`src/rtl/pipe_pkg.sv`:
```
// Shared types and widths for the MEM/WB end of the pipeline.
package pipe_pkg;

  localparam int unsigned DATA_W = 32;
  localparam int unsigned REG_W  = 5;
  localparam int unsigned CNT_W  = 8;

  typedef enum logic {
    IDLE   = 1'b0,
    ACCESS = 1'b1
  } state_e;

  // Control half of the MEM/WB register; the data word is kept separately so DW can vary.
  typedef struct packed {
    logic             valid;
    logic             wr_en;
    logic [REG_W-1:0] rd;
  } wb_ctrl_t;

endpackage

```
`src/rtl/dmem_handshake_fsm.sv`:
```
// Data-memory req/ack sequencer: issues one access, waits for ack or timeout, drives stall.
module dmem_handshake_fsm
  import pipe_pkg::*;
#(
  parameter int unsigned TIMEOUT = 16,
  parameter int unsigned DW      = DATA_W
) (
  input  logic          clk,
  input  logic          rst,
  input  logic          start_i,
  input  logic          we_i,
  input  logic [DW-1:0] addr_i,
  input  logic [DW-1:0] wdata_i,
  input  logic          dmem_ack_i,
  output logic          dmem_req_o,
  output logic          dmem_we_o,
  output logic [DW-1:0] dmem_addr_o,
  output logic [DW-1:0] dmem_wdata_o,
  output logic          busy_o,
  output logic          stall_c_o,
  output logic          done_c_o,
  output logic          timeout_c_o
);

  state_e           state_q, state_d;
  logic [CNT_W-1:0] cnt_q, cnt_d;
  logic             req_q, req_d;
  logic             we_q, we_d;
  logic [DW-1:0]    addr_q, addr_d;
  logic [DW-1:0]    wdata_q, wdata_d;

  // Next-state, request latching and the stall equation.
  always_comb begin
    state_d     = state_q;
    cnt_d       = cnt_q;
    req_d       = req_q;
    we_d        = we_q;
    addr_d      = addr_q;
    wdata_d     = wdata_q;
    stall_c_o   = 1'b0;
    done_c_o    = 1'b0;
    timeout_c_o = 1'b0;
    case (state_q)
      IDLE: begin
        if (start_i) begin
          stall_c_o = 1'b1;
          state_d   = ACCESS;
          req_d     = 1'b1;
          we_d      = we_i;
          addr_d    = addr_i;
          wdata_d   = wdata_i;
          cnt_d     = '0;
        end
      end
      ACCESS: begin
        // An ack on the last allowed cycle still completes normally.
        if (dmem_ack_i) begin
          done_c_o = 1'b1;
          req_d    = 1'b0;
          state_d  = IDLE;
        end else if (cnt_q == CNT_W'(TIMEOUT - 1)) begin
          timeout_c_o = 1'b1;
          req_d       = 1'b0;
          state_d     = IDLE;
        end else begin
          stall_c_o = 1'b1;
          cnt_d     = cnt_q + CNT_W'(1);
        end
      end
      default: state_d = IDLE;
    endcase
  end

  always_ff @(posedge clk or posedge rst) begin
    if (rst) begin
      state_q <= IDLE;
      cnt_q   <= '0;
      req_q   <= 1'b0;
      we_q    <= 1'b0;
      addr_q  <= '0;
      wdata_q <= '0;
    end else begin
      state_q <= state_d;
      cnt_q   <= cnt_d;
      req_q   <= req_d;
      we_q    <= we_d;
      addr_q  <= addr_d;
      wdata_q <= wdata_d;
    end
  end

  assign dmem_req_o   = req_q;
  assign dmem_we_o    = we_q;
  assign dmem_addr_o  = addr_q;
  assign dmem_wdata_o = wdata_q;
  assign busy_o       = (state_q == ACCESS);

endmodule

```
`src/rtl/mem_wb_stage.sv`:
```
// MEM stage plus MEM/WB register: memory access sequencing, write-back port, error flags, retire count.
module mem_wb_stage
  import pipe_pkg::*;
#(
  parameter int unsigned TIMEOUT = 16,
  parameter int unsigned DW      = DATA_W
) (
  input  logic             clk,
  input  logic             rst,
  input  logic             in_valid34,
  input  logic [DW-1:0]    alu_result34,
  input  logic [DW-1:0]    store_data34,
  input  logic [REG_W-1:0] write_reg34,
  input  logic             wr_en34,
  input  logic             memtoreg34,
  input  logic             mem_read34,
  input  logic             memwrite34,
  output logic             dmem_req,
  output logic             dmem_we,
  output logic [DW-1:0]    dmem_addr,
  output logic [DW-1:0]    dmem_wdata,
  input  logic [DW-1:0]    dmem_rdata,
  input  logic             dmem_ack,
  output logic             stall,
  output logic             wr_en42,
  output logic [REG_W-1:0] write_reg42,
  output logic [DW-1:0]    write_data42,
  output logic             err_timeout,
  output logic             err_misalign,
  input  logic             err_clr,
  output logic [31:0]      retire_count
);

  logic memop_c;
  logic misalign_c;
  logic start_c;
  logic busy;
  logic fsm_stall_c;
  logic done_c;
  logic timeout_c;

  wb_ctrl_t      wb_q, wb_d;
  logic [DW-1:0] wb_data_q, wb_data_d;
  logic          err_to_q, err_to_d;
  logic          err_mis_q, err_mis_d;
  logic [31:0]   retire_q, retire_d;

  assign memop_c    = in_valid34 & (mem_read34 | memwrite34);
  assign misalign_c = |alu_result34[1:0];
  assign start_c    = ~busy & memop_c & ~misalign_c;

  dmem_handshake_fsm #(
    .TIMEOUT (TIMEOUT),
    .DW      (DW)
  ) u_fsm (
    .clk          (clk),
    .rst          (rst),
    .start_i      (start_c),
    .we_i         (memwrite34),
    .addr_i       (alu_result34),
    .wdata_i      (store_data34),
    .dmem_ack_i   (dmem_ack),
    .dmem_req_o   (dmem_req),
    .dmem_we_o    (dmem_we),
    .dmem_addr_o  (dmem_addr),
    .dmem_wdata_o (dmem_wdata),
    .busy_o       (busy),
    .stall_c_o    (fsm_stall_c),
    .done_c_o     (done_c),
    .timeout_c_o  (timeout_c)
  );

  // Stall is combinational from the inputs, so hold it low while reset is applied.
  assign stall = fsm_stall_c & ~rst;

  // MEM/WB next value; cycles spent waiting on memory load a bubble.
  always_comb begin
    wb_d      = '0;
    wb_data_d = wb_data_q;
    if (!busy) begin
      if (!start_c) begin
        wb_d.valid = in_valid34;
        wb_d.wr_en = wr_en34 & ~(memop_c & misalign_c);
        wb_d.rd    = write_reg34;
        wb_data_d  = alu_result34;
      end
    end else if (done_c) begin
      wb_d.valid = 1'b1;
      wb_d.wr_en = wr_en34;
      wb_d.rd    = write_reg34;
      wb_data_d  = memtoreg34 ? dmem_rdata : alu_result34;
    end else if (timeout_c) begin
      wb_d.valid = 1'b1;
      wb_d.wr_en = 1'b0;
      wb_d.rd    = write_reg34;
      wb_data_d  = alu_result34;
    end
  end

  // Sticky flags: clear first so a same-cycle new error wins.
  always_comb begin
    err_to_d  = err_clr ? 1'b0 : err_to_q;
    err_mis_d = err_clr ? 1'b0 : err_mis_q;
    if (timeout_c) err_to_d = 1'b1;
    if (!busy && memop_c && misalign_c) err_mis_d = 1'b1;
  end

  assign retire_d = retire_q + 32'(wb_d.valid);

  always_ff @(posedge clk or posedge rst) begin
    if (rst) begin
      wb_q      <= '0;
      wb_data_q <= '0;
      err_to_q  <= 1'b0;
      err_mis_q <= 1'b0;
      retire_q  <= '0;
    end else begin
      wb_q      <= wb_d;
      wb_data_q <= wb_data_d;
      err_to_q  <= err_to_d;
      err_mis_q <= err_mis_d;
      retire_q  <= retire_d;
    end
  end

  assign wr_en42      = wb_q.valid & wb_q.wr_en & (wb_q.rd != '0);
  assign write_reg42  = wb_q.rd;
  assign write_data42 = wb_data_q;
  assign err_timeout  = err_to_q;
  assign err_misalign = err_mis_q;
  assign retire_count = retire_q;

endmodule

```
`config.mk`:
```
export PLATFORM = sky130hd
export DESIGN_NAME = mem_wb_stage
export DESIGN_NICKNAME = d
export VERILOG_FILES = /design/src/rtl/pipe_pkg.sv /design/src/rtl/dmem_handshake_fsm.sv /design/src/rtl/mem_wb_stage.sv
export SDC_FILE = /design/constraint.sdc
export NUM_CORES = 1
export LEC_CHECK = 0
export ABC_AREA = 1
export CAP_MARGIN = 25
export CORE_UTILIZATION = 41
export CTS_CLUSTER_DIAMETER = 40
export CTS_CLUSTER_SIZE = 10
export DETAILED_ROUTE_END_ITERATION = 12
export GPL_TIMING_DRIVEN = 0
export HOLD_SLACK_MARGIN = 0.08
export PLACE_DENSITY = 0.89
export SLEW_MARGIN = 20
export SYNTH_ARGS = -nofsm -noshare
export SYNTH_HDL_FRONTEND = slang
export SYNTH_HIERARCHICAL = 1
export SYNTH_SLANG_ARGS = --single-unit
```
`constraint.sdc`:
```
create_clock -name clk -period 2.7 [get_ports clk]
set_input_delay 0.675 -clock clk [delete_from_list [all_inputs] [get_ports clk]]
set_output_delay 0.675 -clock clk [all_outputs]
set_load 0.01 [all_outputs]
```
==> flow_summary.json, run 1 <==
{
  "outcome": "finished clean",
  "crit_arrival_ps": 1930,
  "synth_top_area_cell": "dfrtp_1",
  "slew_violations": 0,
  "antenna_left": 0,
  "port_buffers": 248,
  "cts_tree": "built",
  "die_h_um": 131.9,
  "max_cap_viol_count": 0,
  "drive_gt1_share_pct": 9.291,
  "finalWorstSetupSlack_ps": 91.24,
  "initial_core_util_pct": 41.84,
  "slew_headroom_pct": 50.06,
  "dieArea_mm2": 0.01739,
  "fin_skew_ps": 7.038,
  "timing.final.crit_share_pct": 96.62,
  "clk_latency_ps": 430,
  "track_usage_pct": 25.42,
  "dp_hpwl_um": 15860,
  "hold_path_class": "reg -> reg",
  "synthMuxAreaShare_pct": 0,
  "yosys_warnings": 6,
  "synthArstFlopShare_pct": 100.0,
  "max-vdd-ir-drop_v": 0.0004304,
  "yosys-top-cells-area": "dfrtp_1 (54%), nand2_1 (23%), inv_1 (4.0%)",
  "fin_util_pct": 63.53,
  "routedWlPerCell_um": 15.44,
  "hold_viol_final": 0,
  "cp_max_fo": 8,
  "cts.sinks": 148,
  "synth_top_area_share_pct": 53.56,
  "design.core.area_mm2": 0.01652,
  "die_x_um": 131.9,
  "antenna_found_initial": 0,
  "crit_path_start_kind": "input port",
  "gp_congestion": 0.8960,
  "first_global_vias": 6662,
  "fin_crit_ps": 2609,
  "numCtsBuffers": 17,
  "cts_buffer_depth": 2,
  "ys_seq_area_share_pct": 53.56,
  "layout-area-overhead-vs-synth_pct": 51.83,
  "synth-compound-area-share_pct": 3.022,
  "synthAdderAreaFrac_pct": 0.7239,
  "yosysMostFrequentCell": "nand2_1",
  "num_rows": 47,
  "avgSynthCellArea_um2": 7.777,
  "diodes": 0,
  "dp_cells": 1359,
  "ys.flop_type": "dfrtp_1",
  "path_clk_slew_ps": 60,
  "dp_slack_ps": -1123,
  "grt_max_degree": 40,
  "synth_xor_area_share_pct": 1.900,
  "power_mw": 6.661,
  "finalSetupViolCount": 0,
  "worstPathRequired_ps": 2030,
  "ys_ff_latch": 148,
  "crit_type": "in -> out",
  "cellLeakagePower_nw": 5.124,
  "synth_top_family_by_area": "simple AND/OR/NAND/NOR gates",
  "pwr_density_cell_mw_per_mm2": 634.5,
  "yosys.cell_types.count": 27,
  "wirelength_um": 21680,
  "viasPerCell": 4.861,
  "clock.fmax_mhz": 383.3,
  "route.vias.total": 6825,
  "synth_fp_nets": 1003,
  "grt_overflow": 0,
  "pin_count": 249,
  "stdcell_area_mm2": 0.01050,
  "crit_path_end_kind": "output pin",
  "instances_no_fill": 1404,
  "placed_cell_area_mm2": 0.009717,
  "nNetsFinal": 1285,
  "fill_cells": 1259,
  "worst_hold_slack_ps": 472.0,
  "synthCells": 889,
  "dr.first_iter.drc_count": 494,
  "netlist_top_cells_count": "nand2_1 (426), dfrtp_1 (148), inv_1 (74)",
  "synth-simple-area-share_pct": 33.62,
  "root_buffer": "clkbuf_16",
  "setup_tns_ps": 0,
  "synth-edff-count": 0,
  "drcViolationCount": 0,
  "grt_pass1_wl_um": 34030,
  "htreeDepth": 4,
  "drtPass1Iterations": 5,
  "netlist_area_mm2": 0.006914,
  "tightest_slew_ps": 749.2
}
==> where the power goes <==
group | total [mW] | switching [mW] | internal, mW
Combinational | 1.60 | 0.721 | 0.879
Clock | 2.30 | 1.02 | 1.29
Sequential | 2.76 | 0.231 | 2.53
==> registers in the layout, summed over array words and instances (netlist names), 2 cells and up <==
register,cells
u_fsm/dmem_wdata_o,32
u_fsm/dmem_addr_o,32
wb_q,2
retire_count,32
write_data42,32
u_fsm/cnt_q,8
write_reg42,5
==> cell families (layout without fill, tap and decap cells) <==
family | after synthesis | after routing
buffers and inverters | 112 | 407
DFF | 148 | 148
adders and majority gates | 4 | 4
and+or+nand+nor | 571 | 571
xor gates and xnor gates | 15 | 15
AOI/OAI and AO/OA | 39 | 39
==> placed cells by master (no fill, tap or decap), types with 8 or more instances in the layout <==
master / instances
xor2_1: 9
nand3_1: 51
nor2_4: 8
inv_1: 69
dfrtp_1: 146
buf_4: 23
clkdlybuf4s50_1: 242
clkbuf_16: 17
o21ai_0: 36
nor2_1: 62
buf_2: 9
nand2_1: 421
clkbuf_1: 13
==> routing by layer <==
layer | GRT usage (%) | share of wire, % | vias up
met5 | 0 | 0 | -
met4 | 12.34 | 3.8 | 0
met3 | 8.112 | 8.9 | 54
met2 | 43.30 | 49 | 309
met1 | 28.84 | 38 | 3187
li1 | - | - | 3275
==> worst paths after layout <==
| kind | from | endpoint | slack (ps) | depth (start not counted) |
|---|---|---|---|---|
| min | write_data42[13]$_DFFE_PP0P_ | write_data42[13]$_DFFE_PP0P_ | 470 | 2 |
| min reg2reg | write_data42[13]$_DFFE_PP0P_ | write_data42[13]$_DFFE_PP0P_ | 470 | 2 |
| max in group asynchronous | rst | u_fsm/cnt_q[2]$_DFFE_PP0P_ | 1320 | 3 |
| min in group asynchronous | rst | u_fsm/dmem_wdata_o[23]$_DFFE_PP0P_ | 780 | 2 |
| max reg2reg | u_fsm/cnt_q[1]$_DFFE_PP0P_ | retire_count[18]$_DFF_PP0_ | 150 | 17 |
| max | dmem_ack | stall | 90 | 8 |
==> layout make-up <==
type | instances | area [um^2] | share of cell area [%]
flip-flops and latches | 148 | 3706 | 35.30
well taps | 220 | 275.3 | 2.622
inverters | 76 | 290.3 | 2.765
clock inverters | 15 | 145.1 | 1.383
clock buffers | 17 | 425.4 | 4.052
multi-input cells | 629 | 2824 | 26.90
plain buffers | 35 | 215.2 | 2.050
repair buffers | 264 | 2616 | 24.92
==> timing repair <==
action / CTS / global route
hold buffers: 0 / 0
pin swaps: 10 / 9
setup endpoints to repair: 31 / 26
buffers inserted: 9 / 5
gates resized for setup: 34 / 10
==> worst max-delay path, stage by stage <==
cell	delay [ps]
clkdlybuf4s50_1	420
inv_1	60
nand2_1	130
o21bai_4	280
nand2_4	100
inv_1	40
nor2_1	70
buf_2	150
Note: power is estimated with default switching activity, not from simulation.
==> inputs of run 2 (changes only) <==
==> constraint.sdc (replaced) <==
create_clock -name clk -period 2.7 [get_ports clk]
set_input_delay 0.675 -clock clk [delete_from_list [all_inputs] [get_ports clk]]
set_output_delay 0.675 -clock clk [all_outputs]
set_load 0.02 [all_outputs]
==> flow_summary.json, run 2 (synthesized netlist as in run 1, its figures left out) <==
{
  "outcome": "finished clean",
  "critPathLaunch": "dmem_ack",
  "htreeDepth": 4,
  "setup_tns_ps": 0,
  "power_frac_clock_pct": 33.4,
  "cts.sinks": 148,
  "design.core.area_mm2": 0.01652,
  "max_cap_viol_count": 0,
  "antenna_left": 0,
  "pwr-share-comb_pct": 26.6,
  "timing.final.crit_share_pct": 95.89,
  "drive_gt1_share_pct": 9.291,
  "numCtsBuffers": 17,
  "worstPathRequired_ps": 2030,
  "root_buffer": "clkbuf_16",
  "cp_max_fo": 8,
  "cts_buffer_depth": 2,
  "crit_chain": "clkdlybuf4s50_1 -> inv_1 -> nand2_2 -> o21bai_4 -> nand2_4 -> inv_1 -> nor2_1 -> buf_4",
  "num_rows": 47,
  "cts_hold_buf": 0,
  "cellLeakagePower_nw": 5.126,
  "power_mw": 6.894,
  "wirelength_um": 21690,
  "diodes": 0,
  "slowest_stage": "clkdlybuf4s50_1",
  "gp_congestion": 0.8960,
  "switching_power_mw": 2.199,
  "fin_crit_ps": 2589,
  "hold_path_class": "reg -> reg",
  "slew_violations": 0,
  "dp_hpwl_um": 15860,
  "cp.depth": 8,
  "drcViolationCount": 0,
  "r2r_end": "retire_count[18]$_DFF_PP0_",
  "crit_path_max_incr_delay_ps": 430,
  "grt_setup_unrepaired": "false",
  "switching_share_pct": 31.90,
  "route.vias.total": 6829,
  "crit_family": "buffers and inverters",
  "worstSetupEndpoint": "stall",
  "antenna_found_initial": 0,
  "dr.first_iter.drc_count": 429,
  "crit_path_start_kind": "input port",
  "grt_overflow": 0,
  "slew_headroom_pct": 49.74,
  "nNetsFinal": 1285,
  "final_common_cell": "nand2_1",
  "rr_worst_depth": 17,
  "seqPwrFrac_pct": 40.0,
  "crit_path_frequent_cell": "inv_1",
  "first_global_vias": 6684,
  "path_clk_slew_ps": 70,
  "crit_buf_inv": 4,
  "viasPerCell": 4.864,
  "final_cell_mix": "nand2_1 (420), clkdlybuf4s50_1 (242), dfrtp_1 (147), inv_1 (69), nor2_1 (62)",
  "drtPass1Iterations": 6,
  "grt_max_degree": 40,
  "r2r_slack_ps": 160,
  "crit_type": "in -> out",
  "clk_latency_ps": 430,
  "max-vdd-ir-drop_v": 0.0004305,
  "dp_cells": 1359,
  "hold_viol_final": 0,
  "crit_path_end_kind": "output pin",
  "die_x_um": 131.9,
  "clock.fmax_mhz": 386.2,
  "tightest_slew_ps": 753.9,
  "fin_util_pct": 63.55,
  "fin_skew_ps": 7.164,
  "grt_pass1_wl_um": 34040,
  "dieArea_mm2": 0.01739,
  "crit_arrival_ps": 1910,
  "routedWlPerCell_um": 15.45,
  "finalSetupViolCount": 0,
  "instances_no_fill": 1404,
  "track_usage_pct": 25.42,
  "die_h_um": 131.9,
  "port_buffers": 248,
  "layout-area-overhead-vs-synth_pct": 51.88,
  "power.internal_mw": 4.694,
  "pwr_density_cell_mw_per_mm2": 656.5,
  "initial_core_util_pct": 41.84,
  "cts_tree": "built",
  "r2r_start": "u_fsm/cnt_q[1]$_DFFE_PP0P_",
  "pin_count": 249
}
==> run 2: cell counts in the layout (fill, tap and decap cells not counted) <==
No cell type changed its count.
==> run 2: routing by layer <==
metal | global-route usage [%] | part of all wire (%) | up-vias
li1 | - | - | 3280
met1 | 28.75 | 39 | 3175
met2 | 43.42 | 49 | 319
met3 | 8.112 | 8.6 | 55
met4 | 12.34 | 3.9 | 0
met5 | 0 | 0 | -
==> run 2: metrics by stage <==
stage,area [um^2],worst slack (ps),hold WS [ps]
after global routing,10500,1.794,492.8
after CTS,10440,19.65,473.2
after global placement,9672,-1390,453.4
final,10500,110.9,472.1
after floorplan,6914,55.47,516.7
after detailed placement,9717,-1190,457.4
==> run 2: repair_timing <==
item / 4_1_cts / 5_1_grt
pin swaps: 8 / 7
hold endpoints to repair: 0 / 0
setup endpoints to repair: 31 / 26
buffers inserted: 10 / 4
gates resized for setup: 34 / 11
==> run 2: how the worst min path moves through the flow <==
stage	startpoint	end	slack, ps	cells after the start
finish	write_data42[13]$_DFFE_PP0P_	write_data42[13]$_DFFE_PP0P_	470	2
CTS	write_data42[17]$_DFFE_PP0P_	write_data42[17]$_DFFE_PP0P_	470	2
floorplan	u_fsm/cnt_q[1]$_DFFE_PP0P_	u_fsm/cnt_q[1]$_DFFE_PP0P_	520	2
global placement	write_data42[0]$_DFFE_PP0P_	write_data42[0]$_DFFE_PP0P_	450	2
global route	write_data42[6]$_DFFE_PP0P_	write_data42[6]$_DFFE_PP0P_	490	2
detailed placement	write_data42[17]$_DFFE_PP0P_	write_data42[17]$_DFFE_PP0P_	460	2
==> run 2: tightest hold or removal path, stage by stage, from the launching register on <==
cell	delay (ps)
dfrtp_1	340
nand2_1	60
nand2_1	40
==> run 2: power groups by stage <==
| stage | sequential (mW) | combinational (mW) | clock [mW] |
|---|---|---|---|
| floorplan | 3.10 | 0.459 | 0 |
| global placement | 2.77 | 1.72 | 0 |
| detailed placement | 2.77 | 1.77 | 0 |
| CTS | 2.75 | 1.83 | 2.35 |
| global route | 2.80 | 1.95 | 2.43 |
| finish | 2.76 | 1.83 | 2.30 |
==> run 2: cell type report <==
class	count	area [um^2]
plain buffers	35	215.2
clock buffers	17	425.4
clock inverters	15	145.1
fillers	1258	6023
inverters	76	290.3
multi-input cells	629	2826
flip-flops and latches	148	3705
well taps	220	275.3
repair buffers	264	2619
